**src/rtl/tage_buffer_sequencer_if.sv**
```systemverilog
// Trace-buffer / TAGE-phase bus of the buffer sequencer.
// Optional: TAGE_SEQ_STALL_EN adds the stall input.
interface tage_buffer_sequencer_if #(
  parameter int unsigned NUM_BUF = 2,
  parameter int unsigned DEPTH   = 16
);
  localparam int unsigned SEL_W  = (NUM_BUF > 1) ? $clog2(NUM_BUF) : 1;
  localparam int unsigned ADDR_W = (DEPTH > 1) ? $clog2(DEPTH) : 1;

  logic [NUM_BUF-1:0] buf_ready;
  logic [NUM_BUF-1:0] buf_done;
  logic [NUM_BUF-1:0] buf_en;
  logic [SEL_W-1:0]   buf_sel;
  logic [ADDR_W-1:0]  addr;
  logic               index_tag_enable;
  logic               table_read_en;
  logic               update_predictor_enable;
  logic               update_enable;
  logic               busy;
`ifdef TAGE_SEQ_STALL_EN
  logic               stall;

  modport master (
    input  buf_ready, stall,
    output buf_done, buf_en, buf_sel, addr, index_tag_enable, table_read_en,
           update_predictor_enable, update_enable, busy
  );

  modport slave (
    output buf_ready, stall,
    input  buf_done, buf_en, buf_sel, addr, index_tag_enable, table_read_en,
           update_predictor_enable, update_enable, busy
  );
`else
  modport master (
    input  buf_ready,
    output buf_done, buf_en, buf_sel, addr, index_tag_enable, table_read_en,
           update_predictor_enable, update_enable, busy
  );

  modport slave (
    output buf_ready,
    input  buf_done, buf_en, buf_sel, addr, index_tag_enable, table_read_en,
           update_predictor_enable, update_enable, busy
  );
`endif
endinterface

```
**src/rtl/tage_buffer_sequencer.sv**
```systemverilog
// N-way round-robin trace-buffer sequencer driving the TAGE phase strobes.
// Optional: TAGE_SEQ_STALL_EN holds READ/PRED/UPD while stall is high.
module tage_buffer_sequencer #(
  parameter int unsigned NUM_BUF     = 2,
  parameter int unsigned DEPTH       = 16,
  parameter int unsigned READ_CYCLES = 3
) (
  input  logic clk,
  input  logic reset,
  tage_buffer_sequencer_if.master bus
);
  localparam int unsigned SEL_W  = (NUM_BUF > 1) ? $clog2(NUM_BUF) : 1;
  localparam int unsigned ADDR_W = (DEPTH > 1) ? $clog2(DEPTH) : 1;
  localparam int unsigned CNT_W  = (READ_CYCLES > 1) ? $clog2(READ_CYCLES) : 1;

  localparam logic [SEL_W-1:0]  SEL_LAST  = SEL_W'(NUM_BUF - 1);
  localparam logic [ADDR_W-1:0] ADDR_LAST = ADDR_W'(DEPTH - 1);
  localparam logic [CNT_W-1:0]  CNT_LAST  = CNT_W'(READ_CYCLES - 1);

  typedef enum logic [2:0] {
    S_IDLE, S_SETUP, S_INDEX, S_READ, S_PRED, S_UPD, S_STEP, S_DONE
  } state_e;

  state_e             state_q, state_d;
  logic [SEL_W-1:0]   sel_q, sel_d;
  logic [ADDR_W-1:0]  addr_q, addr_d;
  logic [CNT_W-1:0]   cnt_q, cnt_d;
  logic [NUM_BUF-1:0] buf_en_q, buf_en_d;
  logic [NUM_BUF-1:0] buf_done_q, buf_done_d;
  logic [NUM_BUF-1:0] sel_oh_c;
  logic               idx_q, idx_d;
  logic               rd_q, rd_d;
  logic               pred_q, pred_d;
  logic               upd_q, upd_d;
  logic               busy_q, busy_d;
  logic               hold_c;

  // Stall only freezes the table-access phases; elsewhere it has no effect.
`ifdef TAGE_SEQ_STALL_EN
  assign hold_c = bus.stall && ((state_q == S_READ) || (state_q == S_PRED) || (state_q == S_UPD));
`else
  assign hold_c = 1'b0;
`endif

  // State, counters and Moore outputs; outputs are decoded from the next state.
  always_ff @(posedge clk or posedge reset) begin
    if (reset) begin
      state_q    <= S_IDLE;
      sel_q      <= '0;
      addr_q     <= '0;
      cnt_q      <= '0;
      buf_en_q   <= '0;
      buf_done_q <= '0;
      idx_q      <= 1'b0;
      rd_q       <= 1'b0;
      pred_q     <= 1'b0;
      upd_q      <= 1'b0;
      busy_q     <= 1'b0;
    end else begin
      state_q    <= state_d;
      sel_q      <= sel_d;
      addr_q     <= addr_d;
      cnt_q      <= cnt_d;
      buf_en_q   <= buf_en_d;
      buf_done_q <= buf_done_d;
      idx_q      <= idx_d;
      rd_q       <= rd_d;
      pred_q     <= pred_d;
      upd_q      <= upd_d;
      busy_q     <= busy_d;
    end
  end

  // Next-state, counter update and next-output decode.
  always_comb begin
    state_d    = state_q;
    sel_d      = sel_q;
    addr_d     = addr_q;
    cnt_d      = cnt_q;
    buf_en_d   = '0;
    buf_done_d = '0;
    idx_d      = 1'b0;
    rd_d       = 1'b0;
    pred_d     = 1'b0;
    upd_d      = 1'b0;
    busy_d     = 1'b0;
    sel_oh_c   = '0;

    case (state_q)
      S_IDLE: begin
        if (bus.buf_ready[sel_q]) state_d = S_SETUP;
      end
      S_SETUP: state_d = S_INDEX;
      S_INDEX: begin
        state_d = S_READ;
        cnt_d   = '0;
      end
      S_READ: begin
        if (!hold_c) begin
          if (cnt_q == CNT_LAST) state_d = S_PRED;
          else                   cnt_d   = cnt_q + CNT_W'(1);
        end
      end
      S_PRED: begin
        if (!hold_c) state_d = S_UPD;
      end
      S_UPD: begin
        if (!hold_c) state_d = S_STEP;
      end
      S_STEP: begin
        if (addr_q == ADDR_LAST) begin
          state_d = S_DONE;
          addr_d  = '0;
        end else begin
          state_d = S_SETUP;
          addr_d  = addr_q + ADDR_W'(1);
        end
      end
      S_DONE: begin
        if (!bus.buf_ready[sel_q]) begin
          state_d = S_IDLE;
          sel_d   = (sel_q == SEL_LAST) ? '0 : sel_q + SEL_W'(1);
        end
      end
      default: state_d = S_IDLE;
    endcase

    sel_oh_c = NUM_BUF'(1) << sel_d;

    if ((state_d != S_IDLE) && (state_d != S_DONE)) buf_en_d = sel_oh_c;
    if (state_d == S_DONE) buf_done_d = sel_oh_c;
    idx_d  = (state_d == S_INDEX);
    rd_d   = (state_d == S_READ) || (state_d == S_PRED) || (state_d == S_UPD);
    // A held PRED/UPD cycle must not repeat its write strobe.
    pred_d = (state_d == S_PRED) && !hold_c;
    upd_d  = (state_d == S_UPD) && !hold_c;
    busy_d = (state_d != S_IDLE);
  end

  assign bus.buf_en                  = buf_en_q;
  assign bus.buf_done                = buf_done_q;
  assign bus.buf_sel                 = sel_q;
  assign bus.addr                    = addr_q;
  assign bus.index_tag_enable        = idx_q;
  assign bus.table_read_en           = rd_q;
  assign bus.update_predictor_enable = pred_q;
  assign bus.update_enable           = upd_q;
  assign bus.busy                    = busy_q;
endmodule

```
**src/flat_wrapper.sv**
```systemverilog
// flat-port wrapper written by rule: the top's interface ports become plain ports
module tage_buffer_sequencer_flat 
#(
  parameter int unsigned NUM_BUF     = 2,
  parameter int unsigned DEPTH       = 16,
  parameter int unsigned READ_CYCLES = 3
)
  (clk, reset, bus_buf_ready, bus_buf_done, bus_buf_en, bus_buf_sel, bus_addr, bus_index_tag_enable, bus_table_read_en, bus_update_predictor_enable, bus_update_enable, bus_busy);
  tage_buffer_sequencer_if #(.NUM_BUF(NUM_BUF), .DEPTH(DEPTH)) bus_i ();
  input  logic clk;
  input  logic reset;
  input wire logic [$bits(bus_i.buf_ready)-1:0] bus_buf_ready;
  output wire logic [$bits(bus_i.buf_done)-1:0] bus_buf_done;
  output wire logic [$bits(bus_i.buf_en)-1:0] bus_buf_en;
  output wire logic [$bits(bus_i.buf_sel)-1:0] bus_buf_sel;
  output wire logic [$bits(bus_i.addr)-1:0] bus_addr;
  output wire logic [$bits(bus_i.index_tag_enable)-1:0] bus_index_tag_enable;
  output wire logic [$bits(bus_i.table_read_en)-1:0] bus_table_read_en;
  output wire logic [$bits(bus_i.update_predictor_enable)-1:0] bus_update_predictor_enable;
  output wire logic [$bits(bus_i.update_enable)-1:0] bus_update_enable;
  output wire logic [$bits(bus_i.busy)-1:0] bus_busy;
  assign bus_i.buf_ready = bus_buf_ready;
  assign bus_buf_done = bus_i.buf_done;
  assign bus_buf_en = bus_i.buf_en;
  assign bus_buf_sel = bus_i.buf_sel;
  assign bus_addr = bus_i.addr;
  assign bus_index_tag_enable = bus_i.index_tag_enable;
  assign bus_table_read_en = bus_i.table_read_en;
  assign bus_update_predictor_enable = bus_i.update_predictor_enable;
  assign bus_update_enable = bus_i.update_enable;
  assign bus_busy = bus_i.busy;
  tage_buffer_sequencer #(.NUM_BUF(NUM_BUF), .DEPTH(DEPTH), .READ_CYCLES(READ_CYCLES)) u_core (.clk(clk), .reset(reset), .bus(bus_i));
endmodule
```
**config.mk**
```make
export PLATFORM = sky130hd
export DESIGN_NAME = tage_buffer_sequencer_flat
export DESIGN_NICKNAME = d
export VERILOG_FILES = /design/src/rtl/tage_buffer_sequencer_if.sv /design/src/rtl/tage_buffer_sequencer.sv /design/src/flat_wrapper.sv
export SDC_FILE = /design/constraint.sdc
export NUM_CORES = 1
export LEC_CHECK = 0
export CORE_MARGIN = 1.5
export CORE_UTILIZATION = 53
export CTS_CLUSTER_SIZE = 8
export DETAILED_ROUTE_END_ITERATION = 16
export GPL_TIMING_DRIVEN = 0
export PLACE_DENSITY = 0.86
export SLEW_MARGIN = 20
export SYNTH_ARGS = -nofsm -noshare
export SYNTH_HDL_FRONTEND = slang
export SYNTH_SLANG_ARGS = --single-unit
export TNS_END_PERCENT = 5
```
**constraint.sdc**
```tcl
create_clock -name clk -period 3.9 [get_ports clk]
set_clock_uncertainty 0.05 [all_clocks]
set_input_delay 0.78 -clock clk [delete_from_list [all_inputs] [get_ports clk]]
set_output_delay 0.78 -clock clk [all_outputs]
set_load 0.02 [all_outputs]
```
==> run summary, run 1 <==
======================================================================================
Outcome                                                                   complete, but fails checks
Violated checks                                                                    DRC
Post-synthesis xor/xnor area fraction                                           0.959%
Area of the mapped netlist                                                    913 um^2
EDFF count, synth                                                                    0
IR Drop Worst-Case VDD                                                          415 uV
Required time at the worst-slack endpoint                                      3.07 ns
Synthesized instance count                                                          81
Path class of the lowest-slack min-delay path                                  reg2reg
Number of violations of the max-capacitance limit                                    0
Final Hold Viols                                                                     0
Number of core rows                                                                 14
Slowest library cell on the worst path                                    sky130_fd_sc_hd__clkdlybuf4s50_1
Post-synth top area cell                                                  sky130_fd_sc_hd__dfrtp_1
Final critical delay including setup and external delays                       2.22 ns
Count of final setup violators                                                       0
DP Cell Count                                                                      114
Maximum number of pins on one net before global-route repair                        20
Number of buffers created by CTS                                                     3
Total routing usage reported by global routing                                   18.3%
Power density over the cells                                               743 mW/mm^2
Top library cells by usage in the layout, fill and taps aside             19 x sky130_fd_sc_hd__dfrtp_1, 17 x sky130_fd_sc_hd__clkdlybuf4s50_1, 8 x sky130_fd_sc_hd__nand2_1
Kind of start point of the critical path                                     flip-flop
Die W                                                                          44.5 um
Fraction of synthesized cell area taken by the top area cell type                52.1%
Detailed Routing Iterations Pass 1                                                  10
Die ar.                                                                   0.00198 mm^2
Post-DP HPWL                                                                   1170 um
Bufs and invs on worst path                                                          1
Clock tree from TritonCTS                                                         done
Fillers                                                                            104
Cells on worst reg2reg path                                                          4
Number of antenna violations at the first check in global routing                    0
Buffer levels on the longest clock path                                              2
Final Instance Count excl. Fillers                                                 118
Cells along the critical path                                             clkdlybuf4s50_1
Clock slew at the register clock pins of the worst setup and hold paths        0.11 ns
Average routed wire per standard cell                                          13.4 um
CP max stage delay                                                             0.64 ns
Fraction of the core area covered by cells at the end of the flow                72.5%
Top post-synthesis cells by area                                          sky130_fd_sc_hd__dfrtp_1 52%, sky130_fd_sc_hd__nand3_1 3.3%, sky130_fd_sc_hd__nand2_1 3.3%, sky130_fd_sc_hd__a21oi_1 2.7%, sky130_fd_sc_hd__ha_1 2.7%
Level count of the clock H-tree                                                      1
Maximum clock frequency                                                        451 MHz
Tightest Pin Transition                                                       0.718 ns
Buffer type at the clock tree root                                        sky130_fd_sc_hd__clkbuf_4
Synth warn                                                                           0
Vias                                                                               662
Effective utilization at floorplan                                               58.6%
Largest family of logic cells by synthesized area                         simple AND/OR/NAND/NOR gates
Arrival time reported for the critical path endpoint                           1.39 ns
Vias in the first global route                                                     605
Async S/R FF share, synth                                                         100%
Maximum fanout along the worst path                                                  5
Quantity of hold-fixing buffers added after cts                                      0
Wire length of the first global-routing pass                                   2620 um
N_diodes                                                                             0
Fraction of the yosys area taken by sequential cells                             52.1%
First-iteration detailed-routing DRC count                                          16
Mux cell area share after synthesis                                              5.21%
Number of clock sinks                                                               19
Share of the clock period used by the worst path                                 56.8%
Number of top-level pins                                                            18
Crit path capture                                                          bus_addr[2]
Setup repair after global routing missed its margin                                 no
Postcts setup bufs                                                                   0
Simple-gate portion of the synthesized area                                      19.9%
Share of the synthesized area in compound gates (AO/OA/AOI/OAI)                  13.3%
Vias/cell                                                                         5.61
Area added between synthesis and finish                                          23.7%
Clock latency on the worst-skew pair                                           0.29 ns
Area inside the core boundary                                             0.00156 mm^2
Post-route ant nets                                                                  0
Final GP Congestion                                                              0.811
Crit. Startpoint                                                          u_core.bus.addr[2]$_DFFE_PP0P_
Number of buffers added on ports                                                    17
Rel. slew slack                                                                  52.1%
Synth Area in Adders                                                             2.74%
Critical path start-end classification                                         reg2out
Net count after synthesis                                                           87
Mean Syn Cell Area                                                           11.3 um^2
Most common library cell in the layout ignoring fill and taps             sky130_fd_sc_hd__dfrtp_1
Resized cells post-CTS                                                               0
Top delay family on crit path                                             buffers and inverters
Total negative setup slack                                                        0 ns
Net count, final                                                                   109
Overall overflow remaining after global route                                        0
Max-slew violations                                                                  0
Synth cell types                                                                    33
Wire length after detailed routing                                             1590 um
Number of synthesized register bits                                                 19
Beginning of the worst register-to-register path                          u_core.cnt_q[0]$_DFFE_PP0P_
Ys flop type                                                              sky130_fd_sc_hd__dfrtp_1
Reg-to-Reg End                                                            u_core.cnt_q[0]$_DFFE_PP0P_
Reg-to-reg slack, setup                                                        2.47 ns
Layout cell share with drive strength beyond 1                                   18.6%
Critical path depth                                                                  1
DR DRC count                                                                         3
Leakage power total                                                           0.507 nW
Die boundary height                                                            44.5 um
Setup crit end kind                                                        output port
======================================================================================
-- cell families after synthesis --
| family | count (synthesis) |
|---|---|
| AOI/OAI and AO/OA | 17 |
| DFF | 19 |
| buffers and inverters | 10 |
| and+or+nand+nor | 28 |
| xor gates and xnor gates | 1 |
| adders and majority gates | 2 |
| muxes | 4 |
-- stage by stage --
step                worst slack [ns]  total power (W)  hold WS, ns  area [um^2]
global placement                1.92         0.000726        0.455         1100
detailed placement              1.85         0.000742        0.459         1100
CTS                             1.68         0.000840        0.485         1130
finish                          1.68         0.000839        0.489         1130
global route                    1.64         0.000894        0.512         1130
floorplan                       2.44         0.000601        0.432          913
-- cells in the mapped netlist (2+ instances only) --
| cell | n |
|---|---|
| sky130_fd_sc_hd__inv_1 | 6 |
| sky130_fd_sc_hd__o31ai_1 | 3 |
| sky130_fd_sc_hd__mux2_2 | 2 |
| sky130_fd_sc_hd__nor3b_1 | 2 |
| sky130_fd_sc_hd__o21ai_0 | 3 |
| sky130_fd_sc_hd__nor3_1 | 3 |
| sky130_fd_sc_hd__dfrtp_1 | 19 |
| sky130_fd_sc_hd__a21oi_1 | 5 |
| sky130_fd_sc_hd__ha_1 | 2 |
| sky130_fd_sc_hd__nand2_1 | 8 |
| sky130_fd_sc_hd__nand3_1 | 6 |
-- power by group --
| group | switching (W) | leakage (nW) | internal [W] |
|---|---|---|---|
| combinational | 0.000215 | 0.256 | 0.000210 |
| sequential | 0.0000499 | 0.236 | 0.000265 |
| clock | 0.0000597 | 0.0150 | 0.0000398 |
| total | 0.000325 | 0.507 | 0.000514 |
-- state kept, by name, indices dropped and copies added, names as in the netlist --
register                            cells
u_core.bus.buf_en                       2
u_core.cnt_q                            2
u_core.bus.update_enable                1
u_core.bus.addr                         4
u_core.bus.table_read_en                1
u_core.bus.update_predictor_enable      1
u_core.bus.buf_done                     2
u_core.bus.buf_sel                      1
u_core.state_q                          3
u_core.bus.busy                         1
u_core.bus.index_tag_enable             1
-- worst min path at each step --
stage	startpoint	endpoint	slack (ns)	cells after the start
after floorplan	u_core.cnt_q[0]$_DFFE_PP0P_	u_core.cnt_q[0]$_DFFE_PP0P_	0.43	2
after CTS	u_core.cnt_q[0]$_DFFE_PP0P_	u_core.cnt_q[0]$_DFFE_PP0P_	0.48	2
after detailed placement	u_core.cnt_q[0]$_DFFE_PP0P_	u_core.cnt_q[0]$_DFFE_PP0P_	0.46	2
final	u_core.cnt_q[0]$_DFFE_PP0P_	u_core.cnt_q[0]$_DFFE_PP0P_	0.49	2
after global placement	u_core.cnt_q[0]$_DFFE_PP0P_	u_core.cnt_q[0]$_DFFE_PP0P_	0.46	2
after global routing	u_core.cnt_q[0]$_DFFE_PP0P_	u_core.cnt_q[0]$_DFFE_PP0P_	0.51	2
-- final cells by class --
class	count	area [um^2]	share of cell area, %
multi-input cells	52	384	34.0
repair buffers	17	170	15.1
inverters	6	22.5	1.99
flip-flops and latches	19	475	42.1
well taps	16	20.0	1.77
clock buffers	4	26.3	2.33
plain buffers	4	31.3	2.77
-- layer usage --
metal	vias up	track usage (%)	share of wire [%]	wire [um]
li1	329	-	-	-
met1	308	25.9	48	763
met2	23	28.4	46	736
met3	2	3.67	4.7	75
met4	0	5.45	0.63	10
met5	-	0	0	0
Note: power is estimated with default switching activity, not from simulation.
==> inputs of run 2 (changes only) <==
--- a/config.mk
+++ b/config.mk
@@ -6,11 +6,11 @@
 export NUM_CORES = 1
 export LEC_CHECK = 0
 export CORE_MARGIN = 1.5
-export CORE_UTILIZATION = 53
+export CORE_UTILIZATION = 44
 export CTS_CLUSTER_SIZE = 8
 export DETAILED_ROUTE_END_ITERATION = 16
 export GPL_TIMING_DRIVEN = 0
-export PLACE_DENSITY = 0.86
+export PLACE_DENSITY = 0.76
 export SLEW_MARGIN = 20
 export SYNTH_ARGS = -nofsm -noshare
 export SYNTH_HDL_FRONTEND = slang
==> constraint.sdc (replaced) <==
create_clock -name clk -period 1.9 [get_ports clk]
set_clock_uncertainty 0.05 [all_clocks]
set_input_delay 0.38 -clock clk [delete_from_list [all_inputs] [get_ports clk]]
set_output_delay 0.38 -clock clk [all_outputs]
set_load 0.02 [all_outputs]
==> run 2 against run 1 <==
Net effect: global-route usage shrank 2.1 points; the flow now finishes without violations; register-to-register slack lost 2.0 ns; sequential power grew 100%; clock-buffer cell count is the same; total power grew 100%; die area grew 19%.
==> run summary, run 2 (synthesis gave the netlist of run 1 again) <==
======================================================================================
Cells on worst reg2reg path                                                          4
Most common library cell in the layout ignoring fill and taps             sky130_fd_sc_hd__dfrtp_1
Maximum clock frequency                                                        555 MHz
Net count, final                                                                   109
Number of buffers created by CTS                                                     3
Number of buffers added on ports                                                    17
Vias                                                                               676
Max-slew violations                                                                  0
Buffer levels on the longest clock path                                              2
Resized cells post-CTS                                                               0
Number of violations of the max-capacitance limit                                    0
Vias in the first global route                                                     641
Effective utilization at floorplan                                               46.6%
Arrival time reported for the critical path endpoint                           1.37 ns
Cells along the critical path                                             clkdlybuf4s50_1
Postcts setup bufs                                                                   0
Clock latency on the worst-skew pair                                           0.30 ns
Required time at the worst-slack endpoint                                      1.47 ns
Maximum number of pins on one net before global-route repair                        20
Setup repair after global routing missed its margin                                 no
Critical path start-end classification                                         reg2out
IR Drop Worst-Case VDD                                                          683 uV
Post-route ant nets                                                                  0
Maximum fanout along the worst path                                                  5
Detailed Routing Iterations Pass 1                                                   4
Bufs and invs on worst path                                                          1
Die boundary height                                                            48.6 um
Top library cells by usage in the layout, fill and taps aside             19 x sky130_fd_sc_hd__dfrtp_1, 17 x sky130_fd_sc_hd__clkdlybuf4s50_1, 8 x sky130_fd_sc_hd__nand2_1
Number of antenna violations at the first check in global routing                    0
Leakage power total                                                           0.507 nW
Total negative setup slack                                                        0 ns
Post-DP HPWL                                                                   1230 um
Final Hold Viols                                                                     0
Number of clock sinks                                                               19
Total power draw                                                             0.00172 W
N_diodes                                                                             0
Die W                                                                          48.6 um
Fillers                                                                            194
Setup crit end kind                                                        output port
Average routed wire per standard cell                                          13.3 um
Die ar.                                                                   0.00236 mm^2
Reg-to-reg slack, setup                                                        0.48 ns
Slowest library cell on the worst path                                    sky130_fd_sc_hd__clkdlybuf4s50_1
Top delay family on crit path                                             buffers and inverters
Wire length of the first global-routing pass                                   2890 um
Rel. slew slack                                                                  51.9%
Count of final setup violators                                                       0
Final GP Congestion                                                              0.765
Area added between synthesis and finish                                          25.2%
Buffer type at the clock tree root                                        sky130_fd_sc_hd__clkbuf_4
Final critical delay including setup and external delays                       1.80 ns
Tightest Pin Transition                                                       0.721 ns
Clock slew at the register clock pins of the worst setup and hold paths        0.11 ns
Area inside the core boundary                                             0.00196 mm^2
Number of core rows                                                                 16
Share of the clock period used by the worst path                                 94.9%
Layout cell share with drive strength beyond 1                                   18.6%
Number of top-level pins                                                            18
Overall overflow remaining after global route                                        0
Wire length after detailed routing                                             1720 um
Outcome                                                                   finished, final reports clean
Quantity of hold-fixing buffers added after cts                                      0
Critical path depth                                                                  1
Setup Slack @ Placement                                                       0.305 ns
Clock tree from TritonCTS                                                         done
Kind of start point of the critical path                                     flip-flop
Total routing usage reported by global routing                                   16.1%
Vias/cell                                                                         5.24
CP max stage delay                                                             0.64 ns
Power density over the cells                                              1500 mW/mm^2
Max reg flops                                                                        4
Smallest setup slack after layout                                            0.0967 ns
Path class of the lowest-slack min-delay path                                 in2async
Level count of the clock H-tree                                                      1
DR DRC count                                                                         0
First-iteration detailed-routing DRC count                                           7
======================================================================================
## run 2: cell counts in the layout (fill, tap and decap cells not counted)
No cell type changed its count.
## run 2: worst register-to-register path: stages, from the launching register on
cell and delay, ns:
sky130_fd_sc_hd__dfrtp_1 0.40, sky130_fd_sc_hd__inv_1 0.06, sky130_fd_sc_hd__ha_1 0.26, sky130_fd_sc_hd__or4b_1 0.51, sky130_fd_sc_hd__nand3_1 0.09
## run 2: per-layer routing
layer  global-route usage, %  vias up  part of all wire [%]
li1                        -      333                     -
met1                    20.9      318                    45
met2                    25.7       19                    48
met3                    3.09        6                   4.6
met4                    8.57        0                   1.6
met5                       0        -                     0
## run 2: layout make-up
type | instances | area, um^2 | area share (%)
Buffer | 4 | 31.3 | 2.74
Clock buffer | 4 | 26.3 | 2.30
Inverter | 6 | 22.5 | 1.97
Multi-Input combinational cell | 52 | 384 | 33.6
Sequential cell | 19 | 475 | 41.6
Tap cell | 27 | 33.8 | 2.95
Timing Repair Buffer | 17 | 170 | 14.9
## run 2: report_power, final
group          leakage, nW  total (W)  internal, W  switching, W
combinational        0.256   0.000872     0.000432      0.000440
sequential           0.236   0.000642     0.000543     0.0000991
clock               0.0150   0.000202    0.0000818      0.000120
total                0.507    0.00172      0.00106      0.000659
## run 2: worst paths after layout
kind	from	endpoint
worst max-delay path	u_core.bus.addr[3]$_DFFE_PP0P_	bus_addr[3]
worst min register to register	u_core.cnt_q[0]$_DFFE_PP0P_	u_core.cnt_q[0]$_DFFE_PP0P_
max in group asynchronous	reset	u_core.bus.update_enable$_DFF_PP0_
min in group clk	u_core.cnt_q[0]$_DFFE_PP0P_	u_core.cnt_q[0]$_DFFE_PP0P_
worst min-delay path	reset	u_core.bus.addr[3]$_DFFE_PP0P_
worst max register to register	u_core.cnt_q[0]$_DFFE_PP0P_	u_core.cnt_q[0]$_DFFE_PP0P_
## run 2: per-stage QoR
stage | utilization [%] | hold slack, ns | instance area [um^2] | std cells
finish | 58.3 | 0.445 | 1140 | 129
detailed placement | 57.0 | 0.461 | 1120 | 125
CTS | 58.3 | 0.467 | 1140 | 129
global route | 58.3 | 0.517 | 1140 | 129
floorplan | - | 0.281 | 913 | 81
global placement | 57.0 | 0.453 | 1120 | 125
